<file path="src/rtl/fifo_pkg.sv">
// Shared FIFO helpers: pointer width/depth rules and gray/binary conversion.
// Reused by both the read-side and write-side controllers.
package fifo_pkg;

   function automatic int ptr_width(input int addr_w);
      return addr_w + 1;
   endfunction

   function automatic int fifo_depth(input int addr_w);
      return 1 << addr_w;
   endfunction

   // Zero-extended operands convert correctly, so callers size-cast in and out.
   function automatic logic [31:0] bin2gray(input logic [31:0] b);
      return b ^ (b >> 1);
   endfunction

   function automatic logic [31:0] gray2bin(input logic [31:0] g);
      logic [31:0] b;
      b = '0;
      for (int i = 0; i < 32; i++) begin
         b[i] = ^(g >> i);
      end
      return b;
   endfunction

endpackage

</file>
<file path="src/rtl/fifo_rd_ctrl_sync_if.sv">
// Read-side FIFO controller bus: write pointer in, read request/clear in,
// read address, gray read pointer and status flags out.
interface fifo_rd_ctrl_sync_if
   import fifo_pkg::*;
#(
   parameter int ADDR_W = 4
);
   localparam int PTR_W = ptr_width(ADDR_W);

   logic [PTR_W-1:0]  wptr;
   logic              rinc;
   logic              rclr_err;
   logic [ADDR_W-1:0] raddr;
   logic [PTR_W-1:0]  rptr;
   logic              rempty;
   logic              ralmost_empty;
   logic [PTR_W-1:0]  rlevel;
   logic              runderflow;

   modport master (
      output wptr, rinc, rclr_err,
      input  raddr, rptr, rempty, ralmost_empty, rlevel, runderflow
   );

   modport slave (
      input  wptr, rinc, rclr_err,
      output raddr, rptr, rempty, ralmost_empty, rlevel, runderflow
   );

endinterface

</file>
<file path="src/rtl/fifo_sync_chain.sv">
// Reset-clearable multi-flop synchroniser for a gray-coded pointer crossing clocks.
module fifo_sync_chain #(
   parameter int WIDTH  = 1,
   parameter int STAGES = 2
) (
   input  logic             clk,
   input  logic             rst_n,
   input  logic [WIDTH-1:0] d,
   output logic [WIDTH-1:0] q
);

   logic [STAGES-1:0][WIDTH-1:0] chain_q;
   logic [STAGES-1:0][WIDTH-1:0] chain_d;

   always_comb begin
      chain_d = {chain_q[STAGES-2:0], d};
   end

   always_ff @(posedge clk) begin
      if (!rst_n) begin
         chain_q <= '0;
      end else begin
         chain_q <= chain_d;
      end
   end

   assign q = chain_q[STAGES-1];

endmodule

</file>
<file path="src/rtl/fifo_rd_ctrl_sync.sv">
// Read-domain controller of the dual-clock FIFO: pointers, empty, level, almost-empty.
// Define FIFO_RD_UNDERFLOW_EN to build the sticky underflow flag; otherwise it reads 0.
module fifo_rd_ctrl_sync
   import fifo_pkg::*;
#(
   parameter int ADDR_W      = 4,
   parameter int SYNC_STAGES = 2,
   parameter int AE_THRESH   = 2
) (
   input logic                rclk,
   input logic                rrst_n,
   fifo_rd_ctrl_sync_if.slave bus
);

   localparam int          PTR_W  = ptr_width(ADDR_W);
   localparam logic [31:0] AE_LIM = AE_THRESH;

   logic [PTR_W-1:0]  wq_s;
   logic [PTR_W-1:0]  wbin_s;
   logic              ren;
   logic [PTR_W-1:0]  rbin_q, rbin_d;
   logic [ADDR_W-1:0] raddr_q, raddr_d;
   logic [PTR_W-1:0]  rptr_q, rptr_d;
   logic              rempty_q, rempty_d;
   logic              ralmost_empty_q, ralmost_empty_d;
   logic [PTR_W-1:0]  rlevel_q, rlevel_d;

   fifo_sync_chain #(
      .WIDTH  (PTR_W),
      .STAGES (SYNC_STAGES)
   ) u_wptr_sync (
      .clk   (rclk),
      .rst_n (rrst_n),
      .d     (bus.wptr),
      .q     (wq_s)
   );

   // Flags are computed from the next read pointer so the last read flags empty on its own edge.
   always_comb begin
      ren             = bus.rinc & ~rempty_q;
      rbin_d          = rbin_q + PTR_W'(ren);
      raddr_d         = rbin_d[ADDR_W-1:0];
      rptr_d          = PTR_W'(bin2gray(32'(rbin_d)));
      wbin_s          = PTR_W'(gray2bin(32'(wq_s)));
      rlevel_d        = wbin_s - rbin_d;
      rempty_d        = (rptr_d == wq_s);
      ralmost_empty_d = (32'(rlevel_d) <= AE_LIM);
   end

   always_ff @(posedge rclk) begin
      if (!rrst_n) begin
         rbin_q          <= '0;
         raddr_q         <= '0;
         rptr_q          <= '0;
         rempty_q        <= 1'b1;
         ralmost_empty_q <= 1'b1;
         rlevel_q        <= '0;
      end else begin
         rbin_q          <= rbin_d;
         raddr_q         <= raddr_d;
         rptr_q          <= rptr_d;
         rempty_q        <= rempty_d;
         ralmost_empty_q <= ralmost_empty_d;
         rlevel_q        <= rlevel_d;
      end
   end

   assign bus.raddr         = raddr_q;
   assign bus.rptr          = rptr_q;
   assign bus.rempty        = rempty_q;
   assign bus.ralmost_empty = ralmost_empty_q;
   assign bus.rlevel        = rlevel_q;

`ifdef FIFO_RD_UNDERFLOW_EN
   logic runderflow_q, runderflow_d;

   // A new underflow beats a clear on the same edge.
   always_comb begin
      runderflow_d = runderflow_q;
      if (bus.rinc && rempty_q) begin
         runderflow_d = 1'b1;
      end else if (bus.rclr_err) begin
         runderflow_d = 1'b0;
      end
   end

   always_ff @(posedge rclk) begin
      if (!rrst_n) begin
         runderflow_q <= 1'b0;
      end else begin
         runderflow_q <= runderflow_d;
      end
   end

   assign bus.runderflow = runderflow_q;
`else
   logic unused_rclr_err;
   assign unused_rclr_err = bus.rclr_err;
   assign bus.runderflow  = 1'b0;
`endif

endmodule

</file>
<file path="src/flat_wrapper.sv">
// flat-port wrapper written by rule: the top's interface ports become plain ports
module fifo_rd_ctrl_sync_flat import fifo_pkg::*;
#(
   parameter int ADDR_W      = 4,
   parameter int SYNC_STAGES = 2,
   parameter int AE_THRESH   = 2
)
  (rclk, rrst_n, bus_wptr, bus_rinc, bus_rclr_err, bus_raddr, bus_rptr, bus_rempty, bus_ralmost_empty, bus_rlevel, bus_runderflow);
  fifo_rd_ctrl_sync_if #(.ADDR_W(ADDR_W)) bus_i ();
  input logic rclk;
  input logic rrst_n;
  input wire logic [$bits(bus_i.wptr)-1:0] bus_wptr;
  input wire logic [$bits(bus_i.rinc)-1:0] bus_rinc;
  input wire logic [$bits(bus_i.rclr_err)-1:0] bus_rclr_err;
  output wire logic [$bits(bus_i.raddr)-1:0] bus_raddr;
  output wire logic [$bits(bus_i.rptr)-1:0] bus_rptr;
  output wire logic [$bits(bus_i.rempty)-1:0] bus_rempty;
  output wire logic [$bits(bus_i.ralmost_empty)-1:0] bus_ralmost_empty;
  output wire logic [$bits(bus_i.rlevel)-1:0] bus_rlevel;
  output wire logic [$bits(bus_i.runderflow)-1:0] bus_runderflow;
  assign bus_i.wptr = bus_wptr;
  assign bus_i.rinc = bus_rinc;
  assign bus_i.rclr_err = bus_rclr_err;
  assign bus_raddr = bus_i.raddr;
  assign bus_rptr = bus_i.rptr;
  assign bus_rempty = bus_i.rempty;
  assign bus_ralmost_empty = bus_i.ralmost_empty;
  assign bus_rlevel = bus_i.rlevel;
  assign bus_runderflow = bus_i.runderflow;
  fifo_rd_ctrl_sync #(.ADDR_W(ADDR_W), .SYNC_STAGES(SYNC_STAGES), .AE_THRESH(AE_THRESH)) u_core (.rclk(rclk), .rrst_n(rrst_n), .bus(bus_i));
endmodule
</file>
<file path="config.mk">
export PLATFORM = sky130hd
export DESIGN_NAME = fifo_rd_ctrl_sync_flat
export DESIGN_NICKNAME = d
export VERILOG_FILES = /design/src/rtl/fifo_pkg.sv /design/src/rtl/fifo_rd_ctrl_sync_if.sv /design/src/rtl/fifo_sync_chain.sv /design/src/rtl/fifo_rd_ctrl_sync.sv /design/src/flat_wrapper.sv
export SDC_FILE = /design/constraint.sdc
export NUM_CORES = 1
export LEC_CHECK = 0
export ABC_AREA = 1
export BUFFER_PORTS_ARGS = -buffer_cell sky130_fd_sc_hd__buf_2
export CORE_MARGIN = 4
export CORE_UTILIZATION = 56
export CTS_CLUSTER_SIZE = 8
export DETAILED_ROUTE_END_ITERATION = 8
export PLACE_DENSITY = 0.9
export SYNTH_ARGS = -nofsm -noshare
export SYNTH_HDL_FRONTEND = slang
export SYNTH_SLANG_ARGS = --single-unit
</file>
<file path="constraint.sdc">
create_clock -name rclk -period 5.3 [get_ports rclk]
set_clock_uncertainty 0.05 [all_clocks]
set_input_delay 0 -clock rclk [delete_from_list [all_inputs] [get_ports rclk]]
set_output_delay 0 -clock rclk [all_outputs]
set_load 0.01 [all_outputs]
</file>
* After elaboration in Yosys (flattened, before gate mapping) *
Index checks and enable logic that the tools add are counted.

storage, ports and cells
  register bits after elaboration = 31
  input port bits = 9
  output and inout port bits = 17
  logic and storage cells = 20

cells by class
  add/subtract/negate cells = 2
  order comparisons = 1
  equal/unequal tests = 1
  bitwise operators = 3
  reductions and logical operators = 5

operators with widths
  operator            number
  $reduce_xor 32->1   5
  $add 5x1->5         1
  $eq 5x5->1          1
  $le 5x2->1 const B  1
  $sub 5x5->5         1
  $xor 5x4->5         1
  $and 1x1->1         1
  $not 1->1           1

* Depth between registers and ports, before layout *
Gate-level depths: netlist (run 1).

  depth in word-level cells = 5
  gate-level depth with buffers = 16
  gate-level depth less buffers = 16

* Cells and area by module *
From an unflattened synthesis (run 1), not the netlist that was laid out.

second synthesis, totals
  cells, all modules = 161
  area total of the unflattened synthesis = 1,193.6 um^2

modules (own cells, without submodules)
  module             times used  cells an instance  area an instance (um^2)  sequential area each (um^2)
  fifo_rd_ctrl_sync  1           130                907.1                    320.3
  fifo_sync_chain    1           31                 286.5                    200.2

* Worst setup path after synthesis (run 1) *
Ideal clock, no wire load.

  path kind = reg-to-reg
  from = reg u_core.u_wptr_sync.chain_q, in the netlist u_core.u_wptr_sync.q[3]
  to = reg u_core.ralmost_empty_q, in the netlist u_core.bus.ralmost_empty
  library setup time = 0.125 ns
  data arrival time = 2.100 ns
  data required time = 5.125 ns
  slack = 3.025 ns
  stages on the path, launching flop included = 17
  path buffers = 0
  clock period less this slack = 2.275 ns
  cell sequence = dfxtp_1 inv_1 nand2_1 nand3_2 nand2_2 xor2_2 xor2_1 ha_1 fa_1 nor2_1 nand3_1 nand2_1 nand2_1 nand2_1 nor2_1 nand2_1 nand2_1

on the way
  cells in the longest elaborated chain, start to end = 3
  elaborated cells between the ends (all ways) = 6
  classes of those cells = add/sub: 1; order compare: 1; reduce/logical: 4

ends and longest elaborated chain
  item                      RTL line                 source
  start: declaration        fifo_sync_chain.sv:12    logic [STAGES-1:0][WIDTH-1:0] chain_q;
  start signal: assignment  fifo_sync_chain.sv:23    chain_q <= chain_d;
  $reduce_xor 32->1         fifo_pkg.sv:22           b[i] = ^(g >> i);
  $sub 5x5->5 *             fifo_rd_ctrl_sync.sv:45  rlevel_d = wbin_s - rbin_d;
  $le 5x2->1 *              fifo_rd_ctrl_sync.sv:47  ralmost_empty_d = (32'(rlevel_d) <= AE_LIM);
  end signal: assignment    fifo_rd_ctrl_sync.sv:63  ralmost_empty_q <= ralmost_empty_d;
  end: declaration          fifo_rd_ctrl_sync.sv:25  logic ralmost_empty_q, ralmost_empty_d;

Every way passes the cells marked *; elsewhere a longest branch is shown, timed or not.
A chain may end at the register's enable or synchronous reset.

* Worst setup path in the final report (run 1) *
  from = reg u_core.u_wptr_sync.chain_q, in the netlist u_core.u_wptr_sync.q[4]
  to = reg u_core.ralmost_empty_q, in the netlist u_core.bus.ralmost_empty

The elaborated chain is that of the path after synthesis.

==> results of run 1 <==
final cells by class:
class	instances	area, µm²	area share
sequential	26	520	0.342
timing repair buffer	34	225	0.148
multi-input combinational	114	596	0.392
clock buffer	4	36.3	0.0239
tap	27	33.8	0.0222
inverter	29	109	0.0716
logic make-up (layout without fill, tap and decap cells):
family / count (synthesis) / in the layout / synth area share
other: 1 / 1 / 0.00300
buffers and inverters: 33 / 67 / 0.108
AND/OR/NAND/NOR: 93 / 93 / 0.323
flip-flops: 26 / 26 / 0.416
adder cells (fa/ha/maj): 6 / 6 / 0.0660
XOR/XNOR: 4 / 4 / 0.0400
AO/OA/AOI/OAI: 10 / 10 / 0.0440
power by group:
group	internal, mW	switching [mW]	total (mW)
clock network	0.0421	0.0590	0.101
logic	0.0388	0.0501	0.0888
registers	0.210	0.00539	0.215
per-stage QoR:
| step | setup WS, ns | cell area, µm² | util | cells |
|---|---|---|---|---|
| final | 2.77 | 1520 | 0.744 | 234 |
| after global routing | 2.47 | 1520 | 0.744 | 234 |
| after CTS | 2.79 | 1520 | 0.744 | 234 |
| after detailed placement | 2.81 | 1370 | 0.673 | 219 |
| after global placement | 2.89 | 1370 | 0.673 | 219 |
| after floorplan | 3.02 | 1250 | - | 173 |
metal layers:
layer  up-vias  track usage  routed length [µm]
li1        594            -                   -
met1       508        0.194                1070
met2        37        0.313                1210
met3         9       0.0256                 107
met4         0       0.0694                  45
met5         -            0                   0
layout by cell type, fill, tap and decap left out, types with 5 or more instances in the layout:
master,synthesis,routed
nand2_1,55,55
nand3_1,14,14
dlygate4sd3_1,0,11
nor2_1,14,14
ha_1,5,5
a21oi_1,7,7
dfxtp_1,26,26
inv_1,29,29
buf_2,0,23
worst register-to-register path: stages (launching register included):
cell     delay (ns)
dfxtp_1        0.41
inv_1          0.08
nand2_1        0.09
nand3_2        0.10
nand2_2        0.12
xor2_2         0.23
xor2_1         0.10
ha_1           0.24
fa_1           0.45
nor2_1         0.13
nand3_1        0.10
nand2_1        0.07
nand2_1        0.07
nand2_1        0.06
nor2_1         0.04
nand2_1        0.06
nand2_1        0.04
path summary, 6_finish.rpt:
check	startpoint	to
max reg2reg	u_core.u_wptr_sync.q[4]$_SDFF_PN0_	u_core.bus.ralmost_empty$_SDFF_PN1_
max	u_core.u_wptr_sync.q[4]$_SDFF_PN0_	u_core.bus.ralmost_empty$_SDFF_PN1_
min	bus_rinc	u_core.bus.raddr[0]$_SDFF_PN0_
min reg2reg	u_core.u_wptr_sync.chain_d[6]$_SDFF_PN0_	u_core.u_wptr_sync.q[1]$_SDFF_PN0_
cell usage after synthesis:
cell type | number | area share
nor2_1 | 14 | 0.042
xnor2_2 | 1 | 0.013
xor2_1 | 2 | 0.014
clkbuf_1 | 2 | 0.0060
inv_1 | 29 | 0.087
nor2_2 | 1 | 0.0050
nand3_1 | 14 | 0.056
nand4_1 | 2 | 0.010
o21ai_1 | 1 | 0.0040
buf_4 | 1 | 0.0060
o211ai_1 | 1 | 0.0060
fa_1 | 1 | 0.016
a21oi_1 | 7 | 0.028
xor2_2 | 1 | 0.013
buf_6 | 1 | 0.0090
nand3_2 | 3 | 0.024
nand3b_1 | 1 | 0.0060
nand2_2 | 3 | 0.015
ha_1 | 5 | 0.050
dfxtp_1 | 26 | 0.42
nand2_1 | 55 | 0.17
conb_1 | 1 | 0.0030
o21bai_1 | 1 | 0.0060
flip-flops by register name, indices dropped and copies added, names as in the netlist:
register                    flops
u_core.bus.raddr                3
u_core.bus.ralmost_empty        1
u_core.bus.rempty               1
u_core.bus.rlevel               5
u_core.bus.rptr                 4
u_core.rbin_q                   2
u_core.u_wptr_sync.chain_d      5
u_core.u_wptr_sync.q            5
==> run summary, run 1 <==
Avg Cell Area, Syn: 7.23 µm²
Worst-path clk slew: 0.14 ns
Clock Latency Late Sink: 0.32 ns
largest net degree at the start of global routing: 15
power per cell area: 266 nW/µm²
CTS sink count: 26
# DRC: 0
RePlAce Congestion: 0.840
CP Capture Type: register
Tmin final: 2.53 ns
RSZ-0062 raised after global routing: false
Unique masters post-synth: 23
crit-path leading delay family: simple AND/OR/NAND/NOR gates
CTS Hold Bufs: 11
Core ar.: 2040 µm²
Leak: 0.858 nW
Crit path required time: 5.48 ns
worst ir drop on vdd: 0.191 mV
Largest stage delay, worst path: 0.45 ns
starting density of the core: 0.613
Root Buffer: clkbuf_4
Area Overhead vs Synth: 21.5%
Ports: 26
DR iter-0 viols: 24
worst hold margin: 0.0636 ns
Tightest Hold Check Type: in -> reg
# resized after CTS: 0
Min-Delay Path Depth: 5
Port Buffers: 23
MaxCap Viol Count: 0
Hold Fails Final Rpt: 0
Peak Freq: 396 MHz
Fin Setup TNS: 0 ns
Final Setup Violations: 0
CTS tree: yes
Syn Nets: 188
CP Launch Type: register
Antenna Nets Post-Route: 0
global-route wire length before repair: 4250 µm
r2r worst-path depth: 16
initial antenna violation count: 0
GRT overflow: 0
Worst Path Buf+Inv: 1
Pwr Total: 0.405 mW
flop2flop setup slack: 2.77 ns
H-tree depth: 1
maximum clock insertion buffer count: 2
Most Frequent Cell on Critical Path: nand2_1
Die Wd: 55.3 µm
Critical Path Fanout Max: 4
# diodes: 0
Routed WL per cell: 10.4 µm
Seq cells post-synth: 26
Rows: 16
CP Depth: 16
crit share post-route: 0.476
vias after detailed routing: 1148
status: complete, no violations
DR pass1 iterations: 4
Max Slew Vio Count: 0
Detailed Route WL: 2440 µm
Synthesis Warnings: 0
Synth Cell Area: 1250 µm²
Critical Path, Cell by Cell: inv_1 > nand2_1 > nand3_2 > nand2_2 > xor2_2 > xor2_1 > ha_1 > fa_1 > nor2_1 > nand3_1 > nand2_1 > nand2_1 > nand2_1 > nor2_1 > nand2_1 > nand2_1
Final #Nets: 223
kind of critical path: reg -> reg
die footprint: 3050 µm²
Die Y: 55.3 µm
Fill cells: 157
crit path DAT: 2.70 ns
post-DP HPWL: 1770 µm
Total Routing Usage GR: 0.170
CP max-delay cell: fa_1
via-per-instance ratio: 4.91
CTS Buf Count: 3
sequential fraction of the synthesis area: 0.416
vias in the first global route: 1046
Post-CTS Setup Bufs: 0
share of cells above drive strength 1: 0.174
Post-Syn Instances: 173
(Power assumes the default switching activity.)
==> inputs of run 2 (changes only) <==
--- a/config.mk
+++ b/config.mk
@@ -8,10 +8,10 @@
 export ABC_AREA = 1
 export BUFFER_PORTS_ARGS = -buffer_cell sky130_fd_sc_hd__buf_2
 export CORE_MARGIN = 4
-export CORE_UTILIZATION = 56
+export CORE_UTILIZATION = 48
 export CTS_CLUSTER_SIZE = 8
 export DETAILED_ROUTE_END_ITERATION = 8
-export PLACE_DENSITY = 0.9
+export PLACE_DENSITY = 0.83
 export SYNTH_ARGS = -nofsm -noshare
 export SYNTH_HDL_FRONTEND = slang
 export SYNTH_SLANG_ARGS = --single-unit
==> constraint.sdc (replaced) <==
create_clock -name rclk -period 2.21 [get_ports rclk]
set_clock_uncertainty 0.05 [all_clocks]
set_input_delay 0 -clock rclk [delete_from_list [all_inputs] [get_ports rclk]]
set_output_delay 0 -clock rclk [all_outputs]
set_load 0.01 [all_outputs]
==> run summary, run 2 (synthesized netlist as in run 1, its figures left out) <==
status: finished, violations left
maximum clock insertion buffer count: 2 (unchanged)
Clock Latency Late Sink: 0.33 ns (about the same)
Max Slew Vio Count: 0 (unchanged)
post-DP HPWL: 1800 µm (+1.5%)
Tightest Hold Check Type: in -> reg
Routed WL per cell: 10.8 µm (+3.5%)
most common cell after layout, fill and taps aside: nand2_1
global-route wire length before repair: 4220 µm (-0.82%)
Setup WS pre-CTS: -0.0584 ns (-2.87 ns)
Critical Path Fanout Max: 4 (unchanged)
Area Overhead vs Synth: 35.1%
die footprint: 3490 µm² (+14%)
CP Capture Type: register
FF/Latch Area: 529 µm² (+1.7%)
RePlAce Congestion: 0.843 (+0.32%)
DR pass1 iterations: 4 (unchanged)
Ports: 26 (unchanged)
# diodes: 0 (unchanged)
Setup WS post-layout: -0.0311 ns (-2.81 ns)
power per cell area: 595 nW/µm² (+120%)
largest net degree at the start of global routing: 15 (unchanged)
Core ar.: 2480 µm² (+21%)
Fin Setup TNS: -0.0311 ns (-0.0311 ns)
kind of critical path: reg -> reg
Total Routing Usage GR: 0.158 (-0.0123)
Hold Fails Final Rpt: 0 (unchanged)
Port Buffers: 23 (unchanged)
starting density of the core: 0.505 (-0.108)
CTS sink count: 26 (unchanged)
vias after detailed routing: 1196 (+4.2%)
failing checks: negative setup slack
DR iter-0 viols: 22 (-8.3%)
crit path DAT: 2.42 ns (-0.28 ns)
crit share post-route: 1.01 (+0.538)
vias in the first global route: 1042 (-0.38%)
Die Wd: 59.1 µm (+6.8%)
Antenna Nets Post-Route: 0 (unchanged)
Tmin final: 2.24 ns (-0.284 ns)
most frequent cells in the layout: nand2_1, inv_1, buf_2, dfxtp_1
Final #Nets: 235 (+5.4%)
CP Launch Type: register
Root Buffer: clkbuf_4
H-tree depth: 1 (unchanged)
Worst-path clk slew: 0.14 ns (about the same)
Fill cells: 229 (+46%)
RSZ-0062 raised after global routing: true
# DRC: 0 (unchanged)
Rows: 18 (+2)
final core utilization: 0.682 (-0.0622)
worst ir drop on vdd: 0.424 mV (+120%)
Detailed Route WL: 2690 µm (+10%)
worst hold margin: 0.0369 ns (-0.0267 ns)
Peak Freq: 446 MHz (+13%)
CTS tree: yes
Final Setup Violations: 1 (+1)
GRT overflow: 0 (unchanged)
initial antenna violation count: 0 (unchanged)
Die Y: 59.1 µm (+6.8%)
Crit path required time: 2.39 ns (-3.09 ns)
share of cells above drive strength 1: 0.265 (+0.0909)
MaxCap Viol Count: 0 (unchanged)
CTS Buf Count: 3 (unchanged)
Multi-input gate area: 651 µm² (+9.2%)
Leak: 0.913 nW (+6.5%)
via-per-instance ratio: 4.80 (-2.1%)
run 2: cell types whose count changed in the layout (fill, tap and decap cells not counted), moves of 2 or more:
cell           before  now
buf_4               0    9
dlygate4sd3_1      11   14
nand2_4             0    3
inv_4               0    2
inv_1              29   27
dfxtp_4             0    2
ha_1                5    3
dfxtp_1            26   23
nand2_1            55   51
ha_2                0    2
run 2: timing repair:
action	CTS	global route
buffers inserted	2	2
gates resized for setup	6	14
pin swaps	9	2
endpoints found under the setup margin	2	4
endpoints found under the hold margin	13	0
hold buffers	14	0
run 2: area by class of cell:
cell class                 instances  share of cell area
clock buffer                       4              0.0215
sequential                        26               0.313
tap                               30              0.0222
inverter                          29              0.0674
multi-input combinational        114               0.385
timing repair buffer              46               0.191
run 2: power breakdown:
| group | switching (mW) | internal (mW) | total, mW |
|---|---|---|---|
| combinational | 0.131 | 0.118 | 0.249 |
| clock | 0.141 | 0.101 | 0.241 |
| sequential | 0.0137 | 0.501 | 0.515 |
run 2: path summary, 6_finish.rpt:
path                                                          startpoint                                   to  slack [ns]  depth (start not counted)
worst max-delay path                  u_core.u_wptr_sync.q[4]$_SDFF_PN0_  u_core.bus.ralmost_empty$_SDFF_PN1_       -0.03                         15
worst min-delay path                                            bus_rinc       u_core.bus.raddr[0]$_SDFF_PN0_        0.04                          5
worst max register to register        u_core.u_wptr_sync.q[4]$_SDFF_PN0_  u_core.bus.ralmost_empty$_SDFF_PN1_       -0.03                         15
worst min register to register  u_core.u_wptr_sync.chain_d[7]$_SDFF_PN0_   u_core.u_wptr_sync.q[2]$_SDFF_PN0_        0.36                          2
run 2: worst max-delay path, stage by stage, from the launching register on:
cell and delay [ns]:
dfxtp_4 0.42, nand2_1 0.09, nand3_2 0.11, nand2_4 0.06
xor2_2 0.15, xor2_1 0.17, ha_2 0.19, fa_2 0.35
nor2_1 0.12, nand3_1 0.10, nand2_1 0.09, nand2_2 0.06
nand2_1 0.05, nor2_1 0.04, nand2_1 0.06, nand2_1 0.04
run 2: stage by stage:
stage | cells | area, µm² | power [mW]
floorplan | 173 | 1260 | 0.670
global placement | 227 | 1420 | 0.729
detailed placement | 227 | 1420 | 0.735
CTS | 247 | 1620 | 0.996
global route | 249 | 1690 | 1.07
finish | 249 | 1690 | 1.01
run 2: routing by layer:
metal	vias to the layer above	track usage	part of all wire
met4	0	0.0550	0.015
met3	5	0.0261	0.050
met5	-	0	0
met2	25	0.274	0.50
li1	620	-	-
met1	546	0.197	0.43
==> inputs of run 3 (changes only) <==
--- a/config.mk
+++ b/config.mk
@@ -5,10 +5,10 @@
 export SDC_FILE = /design/constraint.sdc
 export NUM_CORES = 1
 export LEC_CHECK = 0
-export ABC_AREA = 1
+export ABC_AREA = 0
 export BUFFER_PORTS_ARGS = -buffer_cell sky130_fd_sc_hd__buf_2
 export CORE_MARGIN = 4
-export CORE_UTILIZATION = 48
+export CORE_UTILIZATION = 47
 export CTS_CLUSTER_SIZE = 8
 export DETAILED_ROUTE_END_ITERATION = 8
 export PLACE_DENSITY = 0.83
==> run summary, run 3 <==
Max Slew Vio Count: 0 (unchanged)
top post-synthesis cells by count: dfxtp_1, and2_1, nor2_1
Crit path required time: 2.41 ns (+0.02 ns)
most frequent cells in the layout: buf_2, dfxtp_1, buf_4
Synth Area in XOR/XNOR: 0.162 (+0.122)
Synth Cell Area: 1170 µm² (-6.8%)
flop2flop setup slack: -0.18 ns (-0.15 ns)
worst ir drop on vdd: 0.523 mV (+23%)
Synth Area in Adders: 0.0708 (+0.00482)
CTS sink count: 26 (unchanged)
Seq cells post-synth: 26 (unchanged)
Synthesis Warnings: 0 (unchanged)
Multi-input gate area: 733 µm² (+13%)
Fill cells: 159 (-31%)
Final #Nets: 175 (-26%)
CP Depth: 10 (-5)
Post-Synth Simple-Gate Area: 0.193 (-0.130)
FF-to-FF Start: u_core.u_wptr_sync.q[4]$_SDFF_PN0_
Avg Cell Area, Syn: 10.3 µm² (+43%)
dpl cell area: 1460 µm² (+2.9%)
CP max-delay cell: dfxtp_4
status: finished, violations left
Worst Path Buf+Inv: 0 (unchanged)
CTS Buf Count: 3 (unchanged)
RSZ-0062 raised after global routing: true
Total Routing Usage GR: 0.156 (-0.00161)
power per cell area: 626 nW/µm² (+5.3%)
GRT overflow: 0 (unchanged)
post-DP HPWL: 1770 µm (-1.6%)
Leak: 0.756 nW (-17%)
cell with the most instances after synthesis: dfxtp_1
Largest stage delay, worst path: 0.39 ns (-0.03 ns)
Peak Freq: 418 MHz (-6.4%)
end point of the critical path: u_core.bus.ralmost_empty$_SDFF_PN1_
failing checks: negative setup slack
share of cells above drive strength 1: 0.428 (+0.163)
starting density of the core: 0.512 (+0.00732)
Core ar.: 2280 µm² (-8.1%)
DR pass1 iterations: 4 (unchanged)
H-tree depth: 1 (unchanged)
maximum clock insertion buffer count: 2 (unchanged)
Tmin final: 2.39 ns (+0.153 ns)
via-per-instance ratio: 4.97 (+3.5%)
CP Capture Type: register
Area Overhead vs Synth: 40.6%
Pwr Total: 1.03 mW (+2.1%)
Post-Syn Instances: 113 (-35%)
largest net degree at the start of global routing: 18 (+3)
Compound-Gate Fraction of Synth Area: 0.0633 (+0.0193)
crit path DAT: 2.60 ns (+0.18 ns)
Antenna Nets Post-Route: 0 (unchanged)
Critical Path, Cell by Cell: xor2_4 > xnor2_2 > xor2_2 > xor2_1 > ha_2 > fa_2 > nand2b_4 > o2111ai_2 > a21bo_2 > a211oi_2
sequential fraction of the synthesis area: 0.446 (+0.0304)
Ports: 26 (unchanged)
fraction of registers with async set/reset: 0 (unchanged)
crit share post-route: 1.08 (+0.0691)
mux contribution to synthesized area: 0.0290 (+0.0290)
Unique masters post-synth: 31 (+35%)
top cells by area, synth: dfxtp_1, and2_1, xor2_1
Die Y: 57.8 µm (-2.1%)
cell taking the most area after synthesis: dfxtp_1
r2r worst-path depth: 10 (-5)
crit-path leading delay family: XOR/XNOR gates
Tightest Hold Check Type: in -> reg
Clock Latency Late Sink: 0.33 ns (about the same)
initial antenna violation count: 0 (unchanged)
Hold Fails Final Rpt: 0 (unchanged)
CTS tree: yes
Critical Path Fanout Max: 2 (-2)
vias after detailed routing: 930 (-22%)
Root Buffer: clkbuf_4
# DRC: 0 (unchanged)
global-route wire length before repair: 3930 µm (-6.9%)
FF/Latch Area: 527 µm² (-0.47%)
largest family of logic cells by synthesized area: simple AND/OR/NAND/NOR gates
Routed WL per cell: 13.1 µm (+21%)
Worst-path clk slew: 0.13 ns (about the same)
Detailed Route WL: 2450 µm (-8.8%)
Synth Flop Type: dfxtp_1
CP Launch Type: register
Rows: 17 (-1)
# diodes: 0 (unchanged)
Die Wd: 57.8 µm (-2.1%)
Final Setup Violations: 2 (+1)
kind of critical path: reg -> reg
RePlAce Congestion: 0.792 (-6.1%)
vias in the first global route: 885 (-15%)
final design instance area without fill: 1640 µm² (-3.0%)
worst r2r dst: u_core.bus.ralmost_empty$_SDFF_PN1_
Post-synth EDFFs: 0 (unchanged)
Critical Path Source: u_core.u_wptr_sync.q[4]$_SDFF_PN0_
Port Buffers: 23 (unchanged)
post-synth top area share: 0.446 (+0.0304)
MaxCap Viol Count: 0 (unchanged)
DR iter-0 viols: 10 (-55%)
Syn Nets: 128 (-32%)
Setup WS post-layout: -0.184 ns (-0.153 ns)
die footprint: 3340 µm² (-4.2%)
[run 3: power by group]
part / switching [mW] / internal (mW)
combinational: 0.140 / 0.157
sequential: 0.0154 / 0.509
clock: 0.134 / 0.0708
[run 3: through the flow]
step / worst slack (ns) / setup TNS, ns / hold WS (ns) / cells / util
global route: -0.289 / -0.522 / 0.343 / 187 / 0.720
global placement: -0.203 / -0.326 / 0.158 / 174 / 0.642
CTS: -0.204 / -0.304 / 0.272 / 184 / 0.690
floorplan: -0.232 / -0.386 / 0.0350 / 113 / -
detailed placement: -0.251 / -0.488 / 0.160 / 174 / 0.642
finish: -0.184 / -0.270 / 0.277 / 187 / 0.720
[run 3: final cells by class]
class / instances / share of cell area
repair buffers: 45 / 0.180
multi-input cells: 78 / 0.447
well taps: 28 / 0.0214
flip-flops and latches: 26 / 0.321
clock buffers: 4 / 0.0160
inverters: 6 / 0.0137
[run 3: logic make-up (layout without fill, tap and decap cells)]
| kind of cell | count (synthesis) | after routing |
|---|---|---|
| other cells | 1 | 1 |
| compound gates | 11 | 11 |
| mux | 2 | 2 |
| fa+ha+maj | 6 | 6 |
| flops | 26 | 26 |
| xor+xnor | 16 | 16 |
| buf+inv | 9 | 55 |
| simple gates | 42 | 42 |
[run 3: worst min-delay path, cell delays in order]
cell and delay (ns):
buf_2 0.08, nor2b_2 0.14, buf_4 0.14, xor2_1 0.11
nor2_1 0.09, nor3_1 0.05
[run 3: worst min-delay path by stage]
stage	start	endpoint	slack (ns)	cells after the start
floorplan	rrst_n	u_core.bus.ralmost_empty$_SDFF_PN1_	0.04	1
global placement	bus_wptr[1]	u_core.u_wptr_sync.chain_d[6]$_SDFF_PN0_	0.16	2
detailed placement	bus_wptr[4]	u_core.u_wptr_sync.chain_d[9]$_SDFF_PN0_	0.16	2
CTS	bus_rinc	u_core.bus.rptr[0]$_SDFF_PN0_	0.27	6
global route	bus_rinc	u_core.bus.raddr[0]$_SDFF_PN0_	0.34	5
finish	bus_rinc	u_core.bus.rptr[0]$_SDFF_PN0_	0.28	6
[run 3: what timing repair did]
| item | in CTS | in global routing |
|---|---|---|
| buffers inserted | 0 | 3 |
| endpoints found under the hold margin | 6 | 0 |
| hold buffers | 6 | 0 |
| setup endpoints to repair | 4 | 5 |
| pin swaps | 4 | 4 |
| resized for setup | 3 | 8 |
[run 3: routing by layer]
layer | vias to the layer above | routed length, µm | global-route usage
met4 | 0 | 65 | 0.0795
met2 | 27 | 1290 | 0.282
met5 | - | 0 | 0
li1 | 455 | - | -
met3 | 7 | 146 | 0.0223
met1 | 441 | 950 | 0.178
